### src/rtl/denoise_top_hls_deadlock_pkg.sv
// Shared definitions for the dataflow deadlock report unit: FSM encoding,
// index-width helper and the hop-counter width.
package denoise_top_hls_deadlock_pkg;

  // Report-unit controller states
  typedef enum logic [2:0] {
    IDLE   = 3'd0,
    ORIGIN = 3'd1,
    TRACE  = 3'd2,
    REPORT = 3'd3,
    DONE   = 3'd4
  } state_t;

  // Width of the hop counter and of the reported hop count
  localparam int HOPS_W = 16;

  // Index width for n processes, never narrower than one bit
  function automatic int idx_w(input int n);
    return (n < 2) ? 1 : $clog2(n);
  endfunction

endpackage

### src/rtl/denoise_top_hls_deadlock_prio_enc.sv
// Lowest-set-index priority encoder: picks which reporting process becomes
// the origin of a deadlock trace when several report at once.
module denoise_top_hls_deadlock_prio_enc
  import denoise_top_hls_deadlock_pkg::*;
#(
  parameter int PROC_NUM = 4,
  localparam int IDX_W = idx_w(PROC_NUM)
) (
  input  logic [PROC_NUM-1:0] req,
  output logic [IDX_W-1:0]    idx,
  output logic                valid
);

  // Scan from the top down so the lowest set bit is the last (winning) write
  always_comb begin
    idx   = '0;
    valid = |req;
    for (int i = PROC_NUM - 1; i >= 0; i--) begin
      if (req[i]) begin
        idx = IDX_W'(i);
      end
    end
  end

endmodule

### src/rtl/denoise_top_hls_deadlock_report_unit.sv
// Deadlock report unit: picks an origin process among the detect units,
// injects a one-cycle origin token, traces which processes re-report until
// the token returns (or a timeout expires), then presents a report through a
// valid/ready handshake. A confirmed deadlock parks the unit in DONE.
module denoise_top_hls_deadlock_report_unit
  import denoise_top_hls_deadlock_pkg::*;
#(
  parameter int PROC_NUM    = 4,
  parameter int TIMEOUT_CYC = 1024,
  localparam int IDX_W = idx_w(PROC_NUM)
) (
  input  logic                reset,
  input  logic                clock,
  input  logic [PROC_NUM-1:0] dl_in_vec,
  output logic                dl_detect_out,
  output logic [PROC_NUM-1:0] origin,
  output logic                token_clear,
  output logic                rpt_valid,
  input  logic                rpt_ready,
  output logic [IDX_W-1:0]    rpt_origin_idx,
  output logic [PROC_NUM-1:0] rpt_cycle_mask,
  output logic [HOPS_W-1:0]   rpt_hops,
  output logic                rpt_timeout,
  output logic                deadlock
);

  localparam logic [HOPS_W-1:0] TIMEOUT_V = HOPS_W'(TIMEOUT_CYC);

  state_t                state_reg;
  logic                  dl_detect_reg;
  logic [PROC_NUM-1:0]   origin_reg;
  logic                  rpt_valid_reg;
  logic [IDX_W-1:0]      origin_idx_reg;
  logic [PROC_NUM-1:0]   cycle_mask_reg;
  logic [HOPS_W-1:0]     hops_reg;
  logic                  rpt_timeout_reg;
  logic                  deadlock_reg;

  logic [IDX_W-1:0]      enc_idx;
  logic                  enc_valid;
  logic [HOPS_W-1:0]     hops_next;
  logic                  origin_hit;
  logic                  timeout_hit;
  logic                  in_trace;

  function automatic logic [PROC_NUM-1:0] onehot(input logic [IDX_W-1:0] i);
    onehot    = '0;
    onehot[i] = 1'b1;
  endfunction

  denoise_top_hls_deadlock_prio_enc #(
    .PROC_NUM (PROC_NUM)
  ) u_prio_enc (
    .req   (dl_in_vec),
    .idx   (enc_idx),
    .valid (enc_valid)
  );

  // Hop count for the current TRACE cycle, saturating at all-ones
  assign hops_next   = (hops_reg == '1) ? hops_reg : hops_reg + 1'b1;
  assign in_trace    = (state_reg == TRACE);
  assign origin_hit  = dl_in_vec[origin_idx_reg];
  assign timeout_hit = (hops_next >= TIMEOUT_V);

  // Token is cleared when the origin re-reports, or once when the trace is
  // abandoned; gated by reset so nothing leaks out while it is held
  assign token_clear = reset & in_trace & (origin_hit | timeout_hit);

  assign dl_detect_out  = dl_detect_reg;
  assign origin         = origin_reg;
  assign rpt_valid      = rpt_valid_reg;
  assign rpt_origin_idx = origin_idx_reg;
  assign rpt_cycle_mask = cycle_mask_reg;
  assign rpt_hops       = hops_reg;
  assign rpt_timeout    = rpt_timeout_reg;
  assign deadlock       = deadlock_reg;

  // Controller FSM with registered outputs. The origin strobe is loaded while
  // in ORIGIN, so units see it on the first TRACE cycle (which counts as hop 1).
  always_ff @(posedge clock or negedge reset) begin
    if (!reset) begin
      state_reg       <= IDLE;
      dl_detect_reg   <= 1'b0;
      origin_reg      <= '0;
      rpt_valid_reg   <= 1'b0;
      origin_idx_reg  <= '0;
      cycle_mask_reg  <= '0;
      hops_reg        <= '0;
      rpt_timeout_reg <= 1'b0;
      deadlock_reg    <= 1'b0;
    end else begin
      case (state_reg)
        IDLE: begin
          if (enc_valid) begin
            origin_idx_reg <= enc_idx;
            cycle_mask_reg <= onehot(enc_idx);
            hops_reg       <= '0;
            dl_detect_reg  <= 1'b1;
            state_reg      <= ORIGIN;
          end
        end
        ORIGIN: begin
          origin_reg <= onehot(origin_idx_reg);
          state_reg  <= TRACE;
        end
        TRACE: begin
          origin_reg     <= '0;
          cycle_mask_reg <= cycle_mask_reg | dl_in_vec;
          hops_reg       <= hops_next;
          if (origin_hit) begin
            // A return beats a coincident timeout
            deadlock_reg    <= 1'b1;
            rpt_timeout_reg <= 1'b0;
            rpt_valid_reg   <= 1'b1;
            state_reg       <= REPORT;
          end else if (timeout_hit) begin
            rpt_timeout_reg <= 1'b1;
            rpt_valid_reg   <= 1'b1;
            state_reg       <= REPORT;
          end
        end
        REPORT: begin
          if (rpt_ready) begin
            rpt_valid_reg <= 1'b0;
            if (deadlock_reg) begin
              state_reg <= DONE;
            end else begin
              dl_detect_reg <= 1'b0;
              state_reg     <= IDLE;
            end
          end
        end
        DONE: begin
          state_reg <= DONE;
        end
        default: begin
          state_reg <= IDLE;
        end
      endcase
    end
  end

endmodule

### config.mk
export PLATFORM = sky130hd
export DESIGN_NAME = denoise_top_hls_deadlock_report_unit
export DESIGN_NICKNAME = d
export VERILOG_FILES = /design/src/rtl/denoise_top_hls_deadlock_pkg.sv /design/src/rtl/denoise_top_hls_deadlock_prio_enc.sv /design/src/rtl/denoise_top_hls_deadlock_report_unit.sv
export SDC_FILE = /design/constraint.sdc
export NUM_CORES = 1
export LEC_CHECK = 0
export CAP_MARGIN = 20
export CELL_PAD_IN_SITES_DETAIL_PLACEMENT = 0
export CELL_PAD_IN_SITES_GLOBAL_PLACEMENT = 1
export CORE_MARGIN = 3
export CORE_UTILIZATION = 25
export CTS_CLUSTER_DIAMETER = 200
export DETAILED_ROUTE_END_ITERATION = 8
export PLACE_DENSITY_LB_ADDON = 0.1
export SYNTH_ARGS = -nofsm -noshare
export SYNTH_HDL_FRONTEND = slang
export SYNTH_SLANG_ARGS = --single-unit
export TNS_END_PERCENT = 50
### constraint.sdc
create_clock -name clock -period 1.78 [get_ports clock]
set_clock_uncertainty 0.1 [all_clocks]
set_input_delay 0.267 -clock clock [delete_from_list [all_inputs] [get_ports clock]]
set_output_delay 0.267 -clock clock [all_outputs]
set_load 0.01 [all_outputs]
; ---- Yosys cells after proc, flatten, opt, wreduce, memory -nomap -nowiden
; Cells that the tools add are included.
[op_classes]
shift = 0
n_mux = 31
magnitude_cmp = 5
n_addsub = 1
n_bitwise = 4
eq_ne = 9
n_div = 0
multipliers = 0
reduce_logical = 16
[op_table]
columns = cell, count
row1 = $mux 16, 2
row2 = $pmux 16 s2, 1
row3 = $add 16x1->16 const B, 1
row4 = $eq 16x16->1 const B, 1
row5 = $ge 16x11->1 const B, 1
row6 = $pmux 4 s2, 2
row7 = $mux 3, 5
row8 = $pmux 3 s5, 1
row9 = $mux 1, 10
row10 = $reduce_bool 2->1, 5
row11 = $mux 2, 4
row12 = $reduce_and 2->1, 4
row13 = $eq 3x2->1 const B, 2
row14 = $lt 2x3->1 const B, 2
row15 = $ne 2x2->1 const B, 3
row16 = $reduce_and 3->1, 2
row17 = $demux 1 s2, 2
row18 = $ge 2x1->1 const B, 2
row19 = $mux 4, 1
row20 = $or 4x4->4, 1
row21 = $pmux 1 s2, 2
row22 = $reduce_and 4->1, 1
row23 = $reduce_or 4->1, 1
row24 = $eq 3x1->1 const B, 1
row25 = other kinds (7), 9
[totals]
mem_count = 0
inputBits = 7
rom_bits = 0
wordCells = 75
latchBits = 0
ramBits = 0
reg_bits = 33

; ---- Logic depth before layout (Yosys ltp)
; Gate-level depths: netlist of run 1.
[logic_depth]
ltp_word = 10
depth_mapped = 7
depth_no_buf = 7

; ---- Cells and area by module
; From an unflattened synthesis of run 1, not the netlist that was laid out.
[unflattened]
hier_cells = 188
area_unflattened_um2 = 1762.9
[by_module_without_submodules]
columns = module, seq_area_each_um2, area_each_um2, cells_each, n_inst
row1 = denoise_top_hls_deadlock_report_unit, 825.8, 1727.9, 181, 1
row2 = denoise_top_hls_deadlock_prio_enc, 0.0, 35.0, 7, 1

; ---- Worst setup path before layout of run 1
; OpenSTA, ideal clock, no wires.
[synth_path]
path_kind = reg-to-output
start = register hops_reg[0], in the netlist rpt_hops[0]
end = output token_clear
path_buffers = 0
slack_ps = -218
arrival_ps = 1631
stages_incl_launch_ff = 8
path_cell_list = dfrtp_1 ha_1 nand2_1 nor4b_2 a32o_1 a21oi_2 nor4_4 nor2_1
[synth_between]
elab_chain_cells = 5
word_cells_on_any_way = 6
classes_between = add/sub (1) / order compare (1) / eq/ne (1) / mux (1) / bitwise (2)
[synth_lines]
columns = element, line
row1 = from (decl), denoise_top_hls_deadlock_report_unit.sv:35  ; logic [HOPS_W-1:0] hops_reg;
row2 = from (signal assigned), denoise_top_hls_deadlock_report_unit.sv:109  ; hops_reg <= hops_next;
row3 = $add 16x1->16 / $eq 16x16->1 (equally long branches), denoise_top_hls_deadlock_report_unit.sv:60  ; assign hops_next = (hops_reg == '1) ? hops_reg : hops_reg + 1'b1;
row4 = $mux 16 *, denoise_top_hls_deadlock_report_unit.sv:60
row5 = $ge 16x11->1 *, denoise_top_hls_deadlock_report_unit.sv:63  ; assign timeout_hit = (hops_next >= TIMEOUT_V);
row6 = $or 1x1->1 *, denoise_top_hls_deadlock_report_unit.sv:67  ; assign token_clear = reset & in_trace & (origin_hit | timeout_hit);
row7 = $and 1x1->1 *, denoise_top_hls_deadlock_report_unit.sv:67
row8 = to (decl), denoise_top_hls_deadlock_report_unit.sv:17  ; output logic token_clear,
; Mark *: on every way between the ends. The rest lies on a longest branch, timed or not.

; ---- Worst setup path after layout of run 1
; Same ends and word-level chain as after synthesis.

==> impl_metrics.xml, run 1 <==
<?xml version="1.0" encoding="UTF-8"?>
<metrics>
  <group name="outcome">
    <metric name="outcome" unit="">finished, violations left</metric>
    <metric name="failed_checks" unit="">negative setup slack</metric>
  </group>
  <group name="critical_path">
    <metric name="worstPathBufferInverterCount" unit="">1</metric>
    <metric name="crit_arrival" unit="ns">1.92</metric>
    <metric name="worstSetupStartpointType" unit="">flip-flop</metric>
    <metric name="worst_setup_path_end_kind" unit="">output port</metric>
    <metric name="ff2ff_setup_slack" unit="ns">-0.15</metric>
    <metric name="reg_to_reg_critical_path_startpoint" unit="">rpt_hops[0]</metric>
    <metric name="worst_r2r_endpoint" unit="">state_reg[0]</metric>
    <metric name="critical_path_peak_fanout" unit="">4</metric>
    <metric name="cp.required" unit="ns">1.41</metric>
    <metric name="critical-path-slowest-cell" unit="">sky130_fd_sc_hd__dfrtp_2</metric>
    <metric name="criticalPathCategory" unit="">flip-flop to output port</metric>
    <metric name="worst_path_dominant_cell_family" unit="">simple AND/OR/NAND/NOR gates</metric>
    <metric name="critical_path.cell_chain" unit="">and3_4, o21a_1, o31a_1, nor4_4, nor2_2, buf_2</metric>
    <metric name="timing.reg2reg.worst_path_depth" unit="">6</metric>
    <metric name="slowest_delay" unit="ns">0.43</metric>
  </group>
  <group name="layout">
    <metric name="largest_reg_flops" unit="">16</metric>
    <metric name="final_area" unit="um^2">3040</metric>
    <metric name="final_layout_size_suffix_gt1_share" unit="%">39.80</metric>
    <metric name="fillerInstances" unit="">688</metric>
    <metric name="nets" unit="">301</metric>
    <metric name="synthToLayoutAreaGrowth" unit="%">72.10</metric>
    <metric name="antenna_cells" unit="">0</metric>
  </group>
  <group name="global_routing">
    <metric name="grt_antenna_before_repair" unit="">0</metric>
    <metric name="grt_pass1_vias" unit="">1778</metric>
    <metric name="pin_count_of_the_biggest_net_entering_global_routing" unit="">34</metric>
    <metric name="wire_length_of_the_first_global_routing_pass" unit="um">8956</metric>
    <metric name="globalRouteOverflowTotal" unit="">0</metric>
    <metric name="grt_usage" unit="%">13.53</metric>
  </group>
  <group name="timing">
    <metric name="unrepaired_setup_endpoints_after_global_routing" unit="">true</metric>
    <metric name="timing.final.setup_violations" unit="">10</metric>
    <metric name="maxSlewHeadroom" unit="%">70.31</metric>
    <metric name="tightestPinTransition" unit="ns">0.4453</metric>
    <metric name="final.period_utilization" unit="%">128.6</metric>
    <metric name="max_freq" unit="MHz">437.0</metric>
    <metric name="finalMaxSlewViolations" unit="">0</metric>
    <metric name="final_period_minus_worst_setup_slack" unit="ns">2.289</metric>
    <metric name="hold-worst-slack" unit="ns">0.3967</metric>
    <metric name="hold_viol_final" unit="">0</metric>
    <metric name="final.setup.worst_slack" unit="ns">-0.5086</metric>
    <metric name="final.setup.tns" unit="ns">-1.180</metric>
  </group>
  <group name="pwr">
    <metric name="powerDensity" unit="nW/um^2">1237</metric>
    <metric name="design_power_total" unit="W">0.003759</metric>
    <metric name="worst_supply_voltage_drop_on_vdd" unit="uV">598.2</metric>
    <metric name="leakagePower" unit="nW">1.355</metric>
  </group>
  <group name="worst_hold_path">
    <metric name="hold_path_class" unit="">input port to async pin</metric>
  </group>
  <group name="routing">
    <metric name="wl_per_cell" unit="um">13.54</metric>
    <metric name="routed_via_density" unit="">4.605</metric>
    <metric name="route.vias.total" unit="">1796</metric>
    <metric name="postRouteAntennaNets" unit="">0</metric>
    <metric name="detailedRoute.firstIterationViolations" unit="">68</metric>
    <metric name="totalWireLength" unit="um">5279</metric>
    <metric name="drt_drc_violations_left" unit="">0</metric>
    <metric name="detailedRoute.firstPassIterationCount" unit="">6</metric>
  </group>
  <group name="yosys">
    <metric name="dominantRegCellSynth" unit="">sky130_fd_sc_hd__dfrtp_1</metric>
    <metric name="synth.most_common_cell" unit="">sky130_fd_sc_hd__dfrtp_1</metric>
    <metric name="post-synth-top-area-cell" unit="">sky130_fd_sc_hd__dfrtp_1</metric>
    <metric name="yosys-top-cells-count" unit="">33 x sky130_fd_sc_hd__dfrtp_1, 22 x sky130_fd_sc_hd__nand2_1, 18 x sky130_fd_sc_hd__nor2_1, 16 x sky130_fd_sc_hd__o21ai_0, 14 x sky130_fd_sc_hd__nand3_1</metric>
    <metric name="synth_largest_type_area_fraction" unit="%">46.74</metric>
    <metric name="yosys_warnings" unit="">0</metric>
    <metric name="synth_nets" unit="">197</metric>
    <metric name="cell_area_after_synthesis" unit="um^2">1767</metric>
    <metric name="ys_seq_elements" unit="">33</metric>
    <metric name="synthesis.instances" unit="">189</metric>
    <metric name="synth.avg_cell_area" unit="um^2">9.348</metric>
    <metric name="netlist_top_cells_area" unit="">sky130_fd_sc_hd__dfrtp_1 47%, sky130_fd_sc_hd__nand2_1 4.7%, sky130_fd_sc_hd__o21ai_0 4.5%, sky130_fd_sc_hd__nand3_1 4.0%, sky130_fd_sc_hd__nor2_1 3.8%</metric>
    <metric name="yosys.cell_types.count" unit="">44</metric>
    <metric name="async_reset_ff_share" unit="%">100.0</metric>
    <metric name="synth_seq_area_share" unit="%">46.74</metric>
    <metric name="synth-edff-count" unit="">0</metric>
  </group>
  <group name="floorplan">
    <metric name="initial_utilization" unit="%">25.86</metric>
    <metric name="die_height" unit="um">90.07</metric>
    <metric name="number_of_cell_rows" unit="">30</metric>
    <metric name="core_area" unit="um^2">6832</metric>
    <metric name="die_area" unit="um^2">8112</metric>
    <metric name="die-width" unit="um">90.07</metric>
    <metric name="ioPinCount" unit="">38</metric>
  </group>
  <group name="clock_tree">
    <metric name="clock_latency" unit="ns">0.29</metric>
    <metric name="cts_buffer_depth" unit="">2</metric>
    <metric name="cts_sinks" unit="">33</metric>
    <metric name="htreeDepth" unit="">2</metric>
    <metric name="cts-root-buf" unit="">sky130_fd_sc_hd__clkbuf_8</metric>
    <metric name="tritoncts" unit="">done</metric>
    <metric name="cts.hold.buffers_added" unit="">0</metric>
    <metric name="clk_pin_slew_worst_paths" unit="ns">0.07</metric>
    <metric name="tritoncts.num_buffers" unit="">5</metric>
  </group>
  <group name="placement">
    <metric name="io_port_bufs" unit="">37</metric>
    <metric name="finalWeightedCongestion" unit="">0.7231</metric>
    <metric name="dpl.hpwl" unit="um">3969</metric>
    <metric name="pre_cts_slack" unit="ns">-0.7095</metric>
    <metric name="placed_area" unit="um^2">2720</metric>
  </group>
  <group name="flow_run">
    <metric name="max_cap_violations" unit="">0</metric>
  </group>
</metrics>
[how the worst max path moves through the flow]
stage                            start           to  depth (start not counted)
after global placement    dl_in_vec[3]  token_clear                          5
after global routing       rpt_hops[1]  token_clear                          7
after floorplan           rpt_hops[12]  token_clear                          7
after detailed placement  dl_in_vec[3]  token_clear                          5
final                      rpt_hops[0]  token_clear                          6
after CTS                  rpt_hops[6]  token_clear                          7
[routing by layer]
| layer | vias up | global-route usage, % | routed length [um] | part of all wire, % |
|---|---|---|---|---|
| li1 | 919 | - | - | - |
| met1 | 847 | 18.54 | 2607 | 49 |
| met2 | 23 | 21.03 | 2422 | 46 |
| met3 | 7 | 3.180 | 170 | 3.2 |
| met4 | 0 | 4.337 | 79 | 1.5 |
| met5 | - | 0 | 0 | 0 |
[per-stage QoR]
stage / util, % / cells
floorplan: - / 189
global placement: 39.82 / 376
detailed placement: 39.82 / 376
CTS: 42.27 / 388
global route: 44.51 / 390
finish: 44.51 / 390
[cell usage in the layout, fill, tap and decap left out, types with 5 or more instances in the layout]
master	count
sky130_fd_sc_hd__clkdlybuf4s50_1	30
sky130_fd_sc_hd__nand3_1	10
sky130_fd_sc_hd__clkbuf_8	7
sky130_fd_sc_hd__o21ai_0	12
sky130_fd_sc_hd__nor2_1	16
sky130_fd_sc_hd__a22o_1	5
sky130_fd_sc_hd__inv_1	5
sky130_fd_sc_hd__buf_4	61
sky130_fd_sc_hd__a21oi_1	10
sky130_fd_sc_hd__dfrtp_1	28
sky130_fd_sc_hd__nand2_1	19
sky130_fd_sc_hd__dfrtp_2	5
[layout make-up]
class	count	area, um^2	share of cell area, %
Clock buffer	7	96.34	3.169
Clock inverter	1	5.005	0.1646
Inverter	5	18.77	0.6173
Multi-Input combinational cell	146	1081	35.56
Sequential cell	33	832.0	27.37
Tap cell	96	120.1	3.951
Timing Repair Buffer	102	887.1	29.18
[report_power, final]
group | total, W | switching, W | internal [W]
logic | 0.00201 | 0.000969 | 0.00104
registers | 0.00111 | 0.000157 | 0.000954
clock network | 0.000636 | 0.000286 | 0.000350
total | 0.00376 | 0.00141 | 0.00235
[what timing repair did]
item / in CTS / in global routing
resized for setup: 16 / 36
buffers inserted: 5 / 2
pin swaps: 11 / 12
gates cloned: 0 / 0
setup endpoints to repair: 20 / 21
[cells by family (layout without fill, tap and decap cells)]
family          after synthesis  after routing  share of synthesized area, %
simple gates                 83             83                         25.57
compound gates               58             58                         21.67
mux                           4              4                         2.974
buf+inv                      10            115                         2.337
flops                        33             33                         46.74
fa+ha+maj                     1              1                        0.7081
(Power assumes the default switching activity.)
==> run 2, diff against run 1 <==
DONT_BUFFER_PORTS = 1   (was unset)
clock period = 2.75 ns   (was 1.78 ns; I/O delays follow)
==> run 2 against run 1 <==
  * The flow now finishes without violations
  * Combinational power shrank 70%
  * Sequential cell count is the same
  * Power shrank 51%
  * Sequential share of layout area grew 13 points
  * Non-clock buffer count shrank 93
  * Design area shrank 32%
  * Critical path depth is the same
  * Critical path type unchanged
  * Largest cell class unchanged
  * Highest routed layer unchanged
==> impl_metrics.xml, run 2 (synthesized netlist as in run 1, its figures left out) <==
<?xml version="1.0" encoding="UTF-8"?>
<metrics>
  <group name="outcome">
    <metric name="outcome" unit="">finished clean</metric>
  </group>
  <group name="routing">
    <metric name="wl_per_cell" unit="um">16.20</metric>
    <metric name="wl_met1" unit="um">2266</metric>
    <metric name="met2_wirelength" unit="um">2233</metric>
    <metric name="route.vias.total" unit="">1496</metric>
    <metric name="dr.max_layer_used" unit="">met4</metric>
    <metric name="detailedRoute.firstIterationViolations" unit="">65</metric>
    <metric name="postRouteAntennaNets" unit="">0</metric>
    <metric name="detailedRoute.firstPassIterationCount" unit="">4</metric>
    <metric name="drt_drc_violations_left" unit="">0</metric>
    <metric name="totalWireLength" unit="um">4795</metric>
    <metric name="met3WireLength" unit="um">231</metric>
    <metric name="routed_via_density" unit="">5.054</metric>
  </group>
  <group name="critical_path">
    <metric name="reg_to_reg_critical_path_startpoint" unit="">state_reg[0]</metric>
    <metric name="cp.required" unit="ns">2.24</metric>
    <metric name="timing.critical_path.from" unit="">rpt_hops[2]</metric>
    <metric name="criticalPathCategory" unit="">flip-flop to output port</metric>
    <metric name="worst_setup_path_end_kind" unit="">output port</metric>
    <metric name="crit_arrival" unit="ns">2.10</metric>
    <metric name="ff2ff_setup_slack" unit="ns">0.41</metric>
    <metric name="critPathCapture" unit="">token_clear</metric>
    <metric name="worstSetupStartpointType" unit="">flip-flop</metric>
    <metric name="timing.reg2reg.worst_path_depth" unit="">6</metric>
    <metric name="critical_path_peak_fanout" unit="">7</metric>
    <metric name="worst_r2r_endpoint" unit="">rpt_hops[5]</metric>
  </group>
  <group name="timing">
    <metric name="finalMaxSlewViolations" unit="">0</metric>
    <metric name="final.setup.tns" unit="ns">0</metric>
    <metric name="maxSlewHeadroom" unit="%">63.66</metric>
    <metric name="unrepaired_setup_endpoints_after_global_routing" unit="">false</metric>
    <metric name="final.period_utilization" unit="%">95.16</metric>
    <metric name="timing.final.setup_violations" unit="">0</metric>
    <metric name="final_period_minus_worst_setup_slack" unit="ns">2.617</metric>
    <metric name="max_freq" unit="MHz">382.1</metric>
    <metric name="tightestPinTransition" unit="ns">0.5426</metric>
    <metric name="hold-worst-slack" unit="ns">0.1600</metric>
    <metric name="hold_viol_final" unit="">0</metric>
  </group>
  <group name="clock_tree">
    <metric name="tritoncts" unit="">done</metric>
    <metric name="cts_buffer_depth" unit="">2</metric>
    <metric name="clock_latency" unit="ns">0.28</metric>
    <metric name="cts-root-buf" unit="">sky130_fd_sc_hd__clkbuf_8</metric>
    <metric name="tritoncts.num_buffers" unit="">5</metric>
    <metric name="htreeDepth" unit="">2</metric>
    <metric name="cts_sinks" unit="">33</metric>
    <metric name="clk_pin_slew_worst_paths" unit="ns">0.07</metric>
  </group>
  <group name="floorplan">
    <metric name="die_height" unit="um">90.07</metric>
    <metric name="ioPinCount" unit="">38</metric>
    <metric name="die-width" unit="um">90.07</metric>
    <metric name="initial_utilization" unit="%">25.86</metric>
    <metric name="number_of_cell_rows" unit="">30</metric>
    <metric name="core_area" unit="um^2">6832</metric>
    <metric name="die_area" unit="um^2">8112</metric>
  </group>
  <group name="layout">
    <metric name="commonest_non_fill_non_tap_cell_in_the_layout" unit="">sky130_fd_sc_hd__dfrtp_1</metric>
    <metric name="nets" unit="">208</metric>
    <metric name="most-common-layout-cells" unit="">28 x sky130_fd_sc_hd__dfrtp_1, 22 x sky130_fd_sc_hd__nand2_1, 17 x sky130_fd_sc_hd__nor2_1</metric>
    <metric name="largest_reg_flops" unit="">16</metric>
    <metric name="antenna_cells" unit="">0</metric>
    <metric name="synthToLayoutAreaGrowth" unit="%">16.36</metric>
    <metric name="final_layout_size_suffix_gt1_share" unit="%">16.50</metric>
    <metric name="finalCoreUtilization" unit="%">30.09</metric>
  </group>
  <group name="pwr">
    <metric name="powerDensity" unit="nW/um^2">888.7</metric>
    <metric name="leakagePower" unit="nW">0.8072</metric>
    <metric name="worst_supply_voltage_drop_on_vdd" unit="uV">370.9</metric>
    <metric name="design_power_total" unit="W">0.001827</metric>
  </group>
  <group name="placement">
    <metric name="finalWeightedCongestion" unit="">0.7984</metric>
    <metric name="io_port_bufs" unit="">0</metric>
    <metric name="dpl.hpwl" unit="um">3453</metric>
  </group>
  <group name="worst_hold_path">
    <metric name="hold_path_class" unit="">input port to flip-flop</metric>
  </group>
  <group name="global_routing">
    <metric name="wire_length_of_the_first_global_routing_pass" unit="um">7997</metric>
    <metric name="grt_antenna_before_repair" unit="">0</metric>
    <metric name="grt_pass1_vias" unit="">1497</metric>
    <metric name="pin_count_of_the_biggest_net_entering_global_routing" unit="">34</metric>
    <metric name="grt_usage" unit="%">12.17</metric>
    <metric name="globalRouteOverflowTotal" unit="">0</metric>
  </group>
  <group name="flow_run">
    <metric name="max_cap_violations" unit="">0</metric>
  </group>
</metrics>
==> run 2: area by class of cell <==
class,count,area (um^2)
inverters,5,18.77
well taps,96,120.1
flip-flops and latches,33,832.0
clock buffers,7,86.33
fillers,739,4776
repair buffers,9,82.58
multi-input cells,146,915.9
==> run 2: timing repair <==
action / in CTS / in global routing
hold endpoints to repair: 33 / 0
hold buffers: 2 / 0
endpoints found under the setup margin: 0 / 1
setup buffers: 0 / 4
resized for setup: 0 / 9
==> run 2: worst min path at each step <==
| stage | from | endpoint | slack [ns] | depth (start not counted) |
|---|---|---|---|---|
| floorplan | reset | deadlock | 0.02 | 0 |
| global placement | reset | rpt_hops[14] | 0.02 | 0 |
| detailed placement | reset | rpt_timeout | 0.02 | 0 |
| CTS | dl_in_vec[1] | rpt_cycle_mask[1] | 0.15 | 1 |
| global route | dl_in_vec[1] | rpt_cycle_mask[1] | 0.17 | 1 |
| finish | dl_in_vec[1] | rpt_cycle_mask[1] | 0.16 | 1 |
==> run 2: power by group <==
part	switching [W]	internal, W	total, W
sequential	0.000225	0.000616	0.000840
combinational	0.000359	0.000253	0.000612
clock	0.000175	0.000199	0.000374
==> run 2: routing by layer <==
metal  up-vias  global-route usage, %
li1        733                      -
met1       725                  16.46
met2        33                  18.36
met3         5                  3.766
met4         0                  4.209
met5         -                      0
==> run 2: per-stage QoR <==
step           cells  setup WS, ns  area, um^2
2_1_floorplan    189        0.6067        1767
3_3_place_gp     283        0.3616        1887
3_5_place_dp     283        0.3645        1887
4_1_cts          292       0.04428        2003
5_1_grt          296     0.0003484        2056
6_report         296        0.1331        2056
==> run 2: worst max-delay path: stages (launching register included) <==
cell                      delay (ns)
sky130_fd_sc_hd__dfrtp_1        0.51
sky130_fd_sc_hd__and3_2         0.30
sky130_fd_sc_hd__and3_1         0.29
sky130_fd_sc_hd__and4_1         0.22
sky130_fd_sc_hd__o21ai_1        0.09
sky130_fd_sc_hd__nor4_4         0.27
sky130_fd_sc_hd__nor2_1         0.14
==> run 3, diff against run 2 <==
SKIP_LAST_GASP = 1   (was unset)
==> results of run 3 <==
The final DEF is identical to that of run 2; final timing and power are the same.
